===== src/rtl/sd_pkg.sv =====
// Shared encodings for the SD card init sequencer: states, command steps,
// command indices/arguments, R1 codes and failure causes.
package sd_pkg;

  typedef enum logic [2:0] {
    S_IDLE, S_PWRUP, S_CRC, S_SEND, S_WAIT, S_READY, S_ERROR
  } state_t;

  typedef enum logic [2:0] {
    STEP_CMD0, STEP_CMD8, STEP_CMD55, STEP_ACMD41, STEP_CMD58
  } step_t;

  localparam logic [5:0]  IDX_CMD0   = 6'd0;
  localparam logic [5:0]  IDX_CMD8   = 6'd8;
  localparam logic [5:0]  IDX_CMD55  = 6'd55;
  localparam logic [5:0]  IDX_ACMD41 = 6'd41;
  localparam logic [5:0]  IDX_CMD58  = 6'd58;

  localparam logic [31:0] ARG_CMD0   = 32'h0000_0000;
  localparam logic [31:0] ARG_CMD8   = 32'h0000_01AA;
  localparam logic [31:0] ARG_CMD55  = 32'h0000_0000;
  localparam logic [31:0] ARG_ACMD41 = 32'h4000_0000;
  localparam logic [31:0] ARG_CMD58  = 32'h0000_0000;

  localparam logic [7:0]  R1_READY = 8'h00;
  localparam logic [7:0]  R1_IDLE  = 8'h01;

  localparam logic [2:0]  ERR_NONE    = 3'd0;
  localparam logic [2:0]  ERR_CMD0    = 3'd1;
  localparam logic [2:0]  ERR_CMD8    = 3'd2;
  localparam logic [2:0]  ERR_CMD55   = 3'd3;
  localparam logic [2:0]  ERR_ACMD41  = 3'd4;
  localparam logic [2:0]  ERR_CMD58   = 3'd5;
  localparam logic [2:0]  ERR_TIMEOUT = 3'd6;

  // Upper 40 bits of the frame: start/transmission bits, index, argument.
  function automatic logic [39:0] cmd_header(step_t s);
    logic [39:0] h;
    unique case (s)
      STEP_CMD8:   h = {2'b01, IDX_CMD8,   ARG_CMD8};
      STEP_CMD55:  h = {2'b01, IDX_CMD55,  ARG_CMD55};
      STEP_ACMD41: h = {2'b01, IDX_ACMD41, ARG_ACMD41};
      STEP_CMD58:  h = {2'b01, IDX_CMD58,  ARG_CMD58};
      default:     h = {2'b01, IDX_CMD0,   ARG_CMD0};
    endcase
    return h;
  endfunction

endpackage


===== src/rtl/sd_init_seq_if.sv =====
// Command/response handshake between the init sequencer and the SD controller.
interface sd_init_seq_if;
  logic [47:0] sd_cmd;
  logic        sd_start;
  logic        sd_resp_valid;
  logic [7:0]  sd_resp;

  modport master (output sd_cmd, sd_start, input sd_resp_valid, sd_resp);
  modport slave  (input sd_cmd, sd_start, output sd_resp_valid, sd_resp);
endinterface


===== src/rtl/sd_crc7.sv =====
// Serial CRC-7 (x^7 + x^3 + 1, init 0), one message bit per enabled cycle.
module sd_crc7 (
  input  logic       clk,
  input  logic       resetn,
  input  logic       clear,
  input  logic       en,
  input  logic       bit_in,
  output logic [6:0] crc
);
  logic fb;
  assign fb = bit_in ^ crc[6];

  always_ff @(posedge clk) begin
    if (!resetn)     crc <= '0;
    else if (clear)  crc <= '0;
    else if (en)     crc <= {crc[5:0], 1'b0} ^ ({7{fb}} & 7'h09);
  end
endmodule


===== src/rtl/sd_init_seq.sv =====
// SD card init sequencer: power-up wait, CMD0, CMD8, CMD55/ACMD41 polling, CMD58.
// state | meaning: IDLE idle, PWRUP power-up wait, CRC frame CRC, SEND latch frame, WAIT await R1, READY done, ERROR failed
module sd_init_seq
  import sd_pkg::*;
#(
  parameter int POWERUP_WAIT = 80,
  parameter int RESP_TIMEOUT = 1024,
  parameter int ACMD41_TRIES = 255
) (
  input  logic          clk,
  input  logic          resetn,
  input  logic          go,
  sd_init_seq_if.master sd_bus,
  output logic          busy,
  output logic          card_ready,
  output logic          init_error,
  output logic [2:0]    err_code
);
  localparam logic [7:0]  PWR_LAST  = 8'(POWERUP_WAIT - 1);
  localparam logic [10:0] TO_LAST   = 11'(RESP_TIMEOUT - 1);
  localparam logic [8:0]  TRIES_MAX = 9'(ACMD41_TRIES);

  state_t      state, state_n;
  step_t       step, step_n;
  logic [2:0]  err_n;
  logic [7:0]  tries, tries_n, tries_inc;
  logic [7:0]  pwr_cnt;
  logic [10:0] to_cnt;
  logic [5:0]  bit_cnt;
  logic [39:0] hdr;
  logic [6:0]  crc;
  logic        crc_clear, crc_en;
  logic        r1_idle, r1_ready;

  assign hdr      = cmd_header(step);
  assign r1_idle  = sd_bus.sd_resp == R1_IDLE;
  assign r1_ready = sd_bus.sd_resp == R1_READY;

  sd_crc7 u_crc7 (
    .clk    (clk),
    .resetn (resetn),
    .clear  (crc_clear),
    .en     (crc_en),
    .bit_in (hdr[6'd39 - bit_cnt]),
    .crc    (crc)
  );

  always_ff @(posedge clk) begin
    if (!resetn) begin
      state    <= S_IDLE;
      step     <= STEP_CMD0;
      err_code <= ERR_NONE;
      tries    <= '0;
    end else begin
      state    <= state_n;
      step     <= step_n;
      err_code <= err_n;
      tries    <= tries_n;
    end
  end

  always_comb begin
    state_n   = state;
    step_n    = step;
    err_n     = err_code;
    tries_n   = tries;
    tries_inc = (tries == 8'hFF) ? tries : tries + 8'd1;
    case (state)
      S_IDLE, S_READY, S_ERROR:
        if (go) begin
          state_n = S_PWRUP;
          step_n  = STEP_CMD0;
          err_n   = ERR_NONE;
          tries_n = '0;
        end
      S_PWRUP: if (pwr_cnt == PWR_LAST) state_n = S_CRC;
      S_CRC:   if (bit_cnt == 6'd39)    state_n = S_SEND;
      S_SEND:  state_n = S_WAIT;
      S_WAIT:
        // A response on the timeout cycle still counts.
        if (sd_bus.sd_resp_valid) begin
          state_n = S_CRC;
          case (step)
            STEP_CMD0:
              if (r1_idle) step_n = STEP_CMD8;
              else begin state_n = S_ERROR; err_n = ERR_CMD0; end
            STEP_CMD8:
              if (r1_idle) step_n = STEP_CMD55;
              else begin state_n = S_ERROR; err_n = ERR_CMD8; end
            STEP_CMD55:
              if (r1_idle || r1_ready) step_n = STEP_ACMD41;
              else begin state_n = S_ERROR; err_n = ERR_CMD55; end
            STEP_ACMD41: begin
              tries_n = tries_inc;
              if (r1_ready) step_n = STEP_CMD58;
              else if (r1_idle && ({1'b0, tries_inc} < TRIES_MAX)) step_n = STEP_CMD55;
              else begin state_n = S_ERROR; err_n = ERR_ACMD41; end
            end
            default:
              if (r1_idle || r1_ready) state_n = S_READY;
              else begin state_n = S_ERROR; err_n = ERR_CMD58; end
          endcase
        end else if (to_cnt == TO_LAST) begin
          state_n = S_ERROR;
          err_n   = ERR_TIMEOUT;
        end
      default: state_n = S_IDLE;
    endcase
  end

  always_comb begin
    busy            = 1'b1;
    card_ready      = 1'b0;
    init_error      = 1'b0;
    sd_bus.sd_start = 1'b0;
    crc_clear       = !(state == S_CRC || state == S_SEND);
    crc_en          = state == S_CRC;
    case (state)
      S_IDLE:  busy = 1'b0;
      S_READY: begin busy = 1'b0; card_ready = 1'b1; end
      S_ERROR: begin busy = 1'b0; init_error = 1'b1; end
      S_WAIT:  sd_bus.sd_start = 1'b1;
      default: ;
    endcase
  end

  always_ff @(posedge clk) begin
    if (!resetn) begin
      pwr_cnt       <= '0;
      bit_cnt       <= '0;
      to_cnt        <= '0;
      sd_bus.sd_cmd <= '0;
    end else begin
      if (state != S_PWRUP)     pwr_cnt <= '0;
      else if (pwr_cnt != '1)   pwr_cnt <= pwr_cnt + 8'd1;
      bit_cnt <= (state == S_CRC) ? bit_cnt + 6'd1 : '0;
      if (state != S_WAIT)      to_cnt <= '0;
      else if (to_cnt != '1)    to_cnt <= to_cnt + 11'd1;
      if (state == S_SEND)      sd_bus.sd_cmd <= {hdr, crc, 1'b1};
    end
  end
endmodule


===== src/flat_wrapper.sv =====
// flat-port wrapper written by rule: the top's interface ports become plain ports
module sd_init_seq_flat import sd_pkg::*;
#(
  parameter int POWERUP_WAIT = 80,
  parameter int RESP_TIMEOUT = 1024,
  parameter int ACMD41_TRIES = 255
)
  (clk, resetn, go, busy, card_ready, init_error, err_code, sd_bus_sd_cmd, sd_bus_sd_start, sd_bus_sd_resp_valid, sd_bus_sd_resp);
  sd_init_seq_if sd_bus_i ();
  input  logic clk;
  input  logic resetn;
  input  logic go;
  output logic busy;
  output logic card_ready;
  output logic init_error;
  output logic [2:0] err_code;
  output wire logic [$bits(sd_bus_i.sd_cmd)-1:0] sd_bus_sd_cmd;
  output wire logic [$bits(sd_bus_i.sd_start)-1:0] sd_bus_sd_start;
  input wire logic [$bits(sd_bus_i.sd_resp_valid)-1:0] sd_bus_sd_resp_valid;
  input wire logic [$bits(sd_bus_i.sd_resp)-1:0] sd_bus_sd_resp;
  assign sd_bus_sd_cmd = sd_bus_i.sd_cmd;
  assign sd_bus_sd_start = sd_bus_i.sd_start;
  assign sd_bus_i.sd_resp_valid = sd_bus_sd_resp_valid;
  assign sd_bus_i.sd_resp = sd_bus_sd_resp;
  sd_init_seq #(.POWERUP_WAIT(POWERUP_WAIT), .RESP_TIMEOUT(RESP_TIMEOUT), .ACMD41_TRIES(ACMD41_TRIES)) u_core (.clk(clk), .resetn(resetn), .go(go), .sd_bus(sd_bus_i), .busy(busy), .card_ready(card_ready), .init_error(init_error), .err_code(err_code));
endmodule

===== config.mk =====
export PLATFORM = sky130hd
export DESIGN_NAME = sd_init_seq_flat
export DESIGN_NICKNAME = d
export VERILOG_FILES = /design/src/rtl/sd_pkg.sv /design/src/rtl/sd_init_seq_if.sv /design/src/rtl/sd_crc7.sv /design/src/rtl/sd_init_seq.sv /design/src/flat_wrapper.sv
export SDC_FILE = /design/constraint.sdc
export NUM_CORES = 1
export LEC_CHECK = 0
export ABC_AREA = 1
export CAP_MARGIN = 40
export CORE_ASPECT_RATIO = 0.5
export CORE_UTILIZATION = 48
export CTS_CLUSTER_SIZE = 20
export DETAILED_ROUTE_END_ITERATION = 12
export GPL_TIMING_DRIVEN = 0
export PLACE_DENSITY = 0.79
export SYNTH_ARGS = -nofsm -noshare
export SYNTH_HDL_FRONTEND = slang
export SYNTH_HIERARCHICAL = 1
export SYNTH_SLANG_ARGS = --single-unit

===== constraint.sdc =====
create_clock -name clk -period 2.7 [get_ports clk]
set_input_delay 0.54 -clock clk [delete_from_list [all_inputs] [get_ports clk]]
set_output_delay 0.54 -clock clk [all_outputs]
set_load 0.05 [all_outputs]

### Word level (Yosys, flattened, before mapping)

Index checks and enable logic that the tools add are counted.

| storage, ports and cells | value |
|---|---|
| bits in registers | 97 |
| input port bits | 12 |
| output and inout bits | 55 |
| word-level logic and storage cells | 114 |

| cells by class | value |
|---|---|
| equal/unequal tests | 36 |
| add/subtract/negate cells | 5 |
| reduce and logical (&&, ||, !) cells | 17 |
| multiplexer cells | 42 |
| bitwise operators | 3 |
| magnitude comparators | 2 |

Operators by type and width:

| operator | number |
|---|---|
| 38-bit one-hot mux with 4 select lines | 1 |
| 3-bit two-way mux | 23 |
| 8-bit two-way mux | 4 |
| 3-bit one-hot mux with 4 select lines | 2 |
| 4-bit != test, second input constant | 5 |
| 8-bit by 1-bit adder with 8-bit output, second input constant | 2 |
| 8-bit one-hot mux with 2 select lines | 1 |
| 3-bit one-hot mux with 5 select lines | 1 |
| 3-bit by 2-bit == test with 1-bit output, second input constant | 4 |
| 3-bit == test, second input constant | 4 |
| 3-bit by 2-bit != test with 1-bit output, second input constant | 4 |
| 3-bit one-hot mux with 2 select lines | 2 |
| 11-bit by 1-bit adder with 11-bit output, second input constant | 1 |
| 11-bit by 10-bit == test with 1-bit output, second input constant | 1 |
| 11-bit != test, second input constant | 1 |
| 3-bit one-hot mux with 3 select lines | 1 |
| 9-bit AND reduction | 1 |
| 8-bit by 1-bit == test with 1-bit output, second input constant | 1 |
| 8-bit by 7-bit == test with 1-bit output, second input constant | 1 |
| 8-bit == test, second input constant | 1 |
| 8-bit zero test | 1 |
| 8-bit less-than comparator, second input constant | 1 |
| 8-bit != test, second input constant | 1 |
| 4-bit AND reduction | 2 |
| other kinds (26) | 39 |

### Longest topological paths before layout

| logic depth | value |
|---|---|
| depth in word-level cells | 9 |
| gate-level depth with buffers | 16 |
| mapped depth without buffers | 16 |

### Modules after synthesis

The synthesis kept the hierarchy.

Modules (own cells, without submodules):

| module | cells an instance | instances | sequential area each (µm²) | area an instance (µm²) |
|---|---|---|---|---|
| sd_init_seq | 480 | 1 | 1,141.1 | 3,275.6 |
| sd_crc7 | 41 | 1 | 140.1 | 331.6 |

### Worst setup path before layout

No wires, ideal clock.

| timing path | value |
|---|---|
| path kind | register to register |
| from | reg u_core.state[0] |
| to | reg u_core.state[2] |
| arrival | 1,744 ps |
| path buffers | 0 |
| library setup time | 117 ps |
| stages on the path, launching flop included | 13 |
| path slack | 839 ps |
| clock period less this slack | 1,861 ps |
| required time | 2,583 ps |
| cell sequence | dfxtp_1 inv_2 nor2_4 nor2_1 nand2_2 inv_2 or2_0 nand2_1 inv_2 nand3_2 inv_1 o21ai_1 a21oi_1 |

| between the ends | value |
|---|---|
| word-level cells in the longest chain between the ends | 4 |
| elaborated cells between the ends (all ways) | 14 |
| those cells by class | eq/ne (10); mux (1); reduce/logical (3) |

RTL lines:

| what | line | text |
|---|---|---|
| start: declaration | sd_init_seq.sv:23 | `state_t state, state_n;` |
| start signal: assignment | sd_init_seq.sv:55 | `state <= state_n;` |
| 3-bit == test or 3-bit zero test (tied branches) | sd_init_seq.sv:68 | `case (state)` |
| 3-bit OR reduction (no line) | -- |  |
| 2-bit by 1-bit != test with 1-bit output (no line) | -- |  |
| 4-bit AND reduction (no line) | -- |  |

Several ways; a longest one is shown, not always the timed one.
A chain may end at the register's enable or synchronous reset.

### Worst setup path in the final report

| timing path | value |
|---|---|
| from | reg u_core.state[2] |
| to | out busy |

| between the ends | value |
|---|---|
| word-level cells in the longest chain between the ends | 3 |
| elaborated cells between the ends (all ways) | 5 |
| those cells by class | eq/ne (2); mux (1); reduce/logical (2) |

RTL lines:

| what | line | text |
|---|---|---|
| 3-bit == test or 3-bit zero test (tied branches) | sd_init_seq.sv:118 | `case (state)` |
| 3-bit OR reduction (no line) * | -- |  |
| 1-bit two-way mux * | sd_init_seq.sv:118 |  |
| end: declaration | flat_wrapper.sv:13 | `output logic busy;` |

Mark *: on every way between the ends. The rest lies on a longest branch, timed or not.

==> results.md <==
* TritonCTS clock tree: built
* Final GP Congestion at 0.871
* Hold_sp: u_core/err_code[1]
* Primary FF master, synth: dfxtp_1
* Diode count at 0
* Total CTS buffers at 9
* CTS clk-pin slew, worst paths at 60 ps
* Initial Utilization at 51.8%
* Critical Path Start Type: flip-flop
* Final worst-path cycle share at 94.0%
* Number of cells in the design after placement at 678
* Worst hold path class: flip-flop to flip-flop
* Max_slew headroom at 63.3%
* CP endpoint kind: output pin
* DR vias at 3379
* Post-synth EDFFs at 0
* Sink Count at 64
* Synth cell count leaders: 94 x nand2_1, 64 x dfxtp_1, 64 x nor2_1
* CP arrival at 2000 ps
* Outcome: completed
* Kind of critical path: flip-flop to output pin
* Syn Area/Cell at 6.92 um^2
* #FFs+latches synth at 64
* Clk_lat worst skew at 330 ps
* Synth unique cells at 41
* WL per Instance at 11.1 um
* Sequential Power Share at 29.8%
* Site Rows at 21
* Comb pwr share at 39.6%
* Crit path from: u_core/state[2]
* Max-slew violations at 0
* Largest net degree at the start of global routing at 13
* Syn. warnings at 6
* Pre-antenna DRT Iters at 4
* Htree depth at 3
* First-pass GRT wire length at 13500 um
* IO Port Bufs at 39
* Net Sw Power at 1.55 mW
* Int Pwr at 2.27 mW
* Residual DRC at 0
* # setup viols final at 0
* Total negative setup slack at 0 ps
* DP Wirelength at 5640 um
* Die Wd at 125 um
* Leak at 1.90 nW
* Synth area leader: dfxtp_1
* Cells after Synth at 521
* Post-route insts no fill at 694
* RR Startpoint: u_core/bit_cnt[2]
* Pwr dens at 846 mW/mm^2
* Part of the Yosys area used for sequential elements at 35.5%
* Worst slew pin tran at 550 ps
* Unrepaired setup endpoints after global routing: false
* Max-cap violation count at 0
* Share of the synthesized area in the top cell type at 35.5%
* Shortest period the worst path allows at 2540 ps
* Worst endpoint required time at 2160 ps
* Fraction of layout cells with a size suffix above 1 at 15.3%
* Core area at 0.00696 mm^2
* Endpoints failing hold at 0
* Initial antenna violation count at 0
* Clk buf depth at 2
* Post-synth ARST share at 0%
* Initial drt markers at 162
* Vias in the first global route at 3169
* Most instantiated library cell after synthesis: nand2_1
* Main area contributors after synthesis: dfxtp_1 36%, nand2_1 9.8%, buf_4 7.3%, nor2_1 6.7%, inv_1 5.7%
* Total wire length at 7700 um
* Area grow syn2layout at 25.3%
* Max Freq at 0.394 GHz
* Total grt overflow at 0
* Post-route ant nets at 0
* Vias/cell at 4.87
* Die footprint at 0.00789 mm^2
* Clock power share at 30.7%
* Final nets at 615
* Root Driver: clkbuf_16
* Crit-path max FO at 7
* Synth Cell Area at 0.00361 mm^2
* Post-CTS setup buffers at 0
* Maximum vdd drop at 0.518 mV
* Switching Fraction at 40.6%
* GRT Overall Usage at 21.1%
* Clock skew at 7.76 ps
* IO Pins at 67
* Die Y at 63.3 um
==> cell type report <==
cell class | instances | area [um^2]
Fill cell | 637 | 2440
Multi-Input combinational cell | 372 | 1860
Sequential cell | 64 | 1280
Timing Repair Buffer | 39 | 393
Buffer | 42 | 298
Inverter | 69 | 262
Clock buffer | 10 | 239
Tap cell | 92 | 115
Clock inverter | 6 | 66.3
==> routing by layer <==
metal / global-route usage [%] / share of wire, %
met1: 25.0 / 47
met2: 35.5 / 45
met3: 7.22 / 6.9
met4: 8.28 / 0.93
met5: 0 / 0
==> worst paths after layout <==
| kind | slack, ps | end | depth (start not counted) |
|---|---|---|---|
| worst max-delay path | 160 | busy | 5 |
| worst min-delay path | 460 | u_core/err_code[1] | 2 |
| worst max register to register | 530 | u_core/u_crc7/crc[0] | 10 |
| worst min register to register | 460 | u_core/err_code[1] | 2 |
==> layout by cell type, fill, tap and decap left out, drive strengths merged, types with 4 or more instances in the layout <==
cell type / count
nand2: 102
nor2: 71
inv: 69
dfxtp: 64
a21oi: 41
clkdlybuf4s50: 38
buf: 37
nand3: 35
o21ai: 33
conb: 27
nor3: 17
clkbuf: 15
a211oi: 9
xor2: 6
ha: 6
clkinv: 5
a31oi: 4
xnor2: 4
==> flip-flops by register name, indices dropped and copies added (netlist names) <==
register              cells
u_core/bit_cnt            6
u_core/step               3
u_core/sd_bus.sd_cmd     15
u_core/to_cnt            11
u_core/u_crc7/crc         7
u_core/state              3
u_core/err_code           3
u_core/pwr_cnt            8
u_core/tries              8
==> per-stage QoR <==
step	util [%]	power [mW]	cell area (um^2)	hold WS (ps)	setup slack (ps)
6_report	64.9	3.82	4520	463	161
5_1_grt	64.9	4.06	4520	489	54.6
4_1_cts	64.9	3.85	4520	469	24.6
3_5_place_dp	60.5	2.66	4210	459	190
3_3_place_gp	60.5	2.65	4210	451	163
2_1_floorplan	-	2.31	3700	441	839
==> critical path, stage by stage, from the launching register on <==
cell	delay (ps)
dfxtp_1	490
nor3_1	100
nor2_1	120
nand2_2	90
inv_2	60
clkdlybuf4s50_1	790
==> cells by family after synthesis <==
kind of cell               Yosys count  synth area share, %
and+or+nand+nor                    233                 28.8
buffers and inverters              111                 15.5
AOI/OAI and AO/OA                   96                 15.6
DFF                                 64                 35.5
xor gates and xnor gates            10                 2.43
adders and majority gates            6                 2.08
other                                1                0.104
==> power groups by stage <==
stage          Sequential [mW]  Combinational, mW  Clock [mW]
2_1_floorplan             1.28               1.03           0
3_3_place_gp              1.15               1.49           0
3_5_place_dp              1.16               1.50           0
4_1_cts                   1.14               1.51        1.20
5_1_grt                   1.15               1.66        1.25
6_report                  1.14               1.51        1.17
==> repair_timing <==
| item | CTS | global route |
|---|---|---|
| endpoints found under the setup margin | 0 | 1 |
| hold buffers | 0 | 0 |
| gates resized for setup | 0 | 1 |
(Power assumes the default switching activity.)
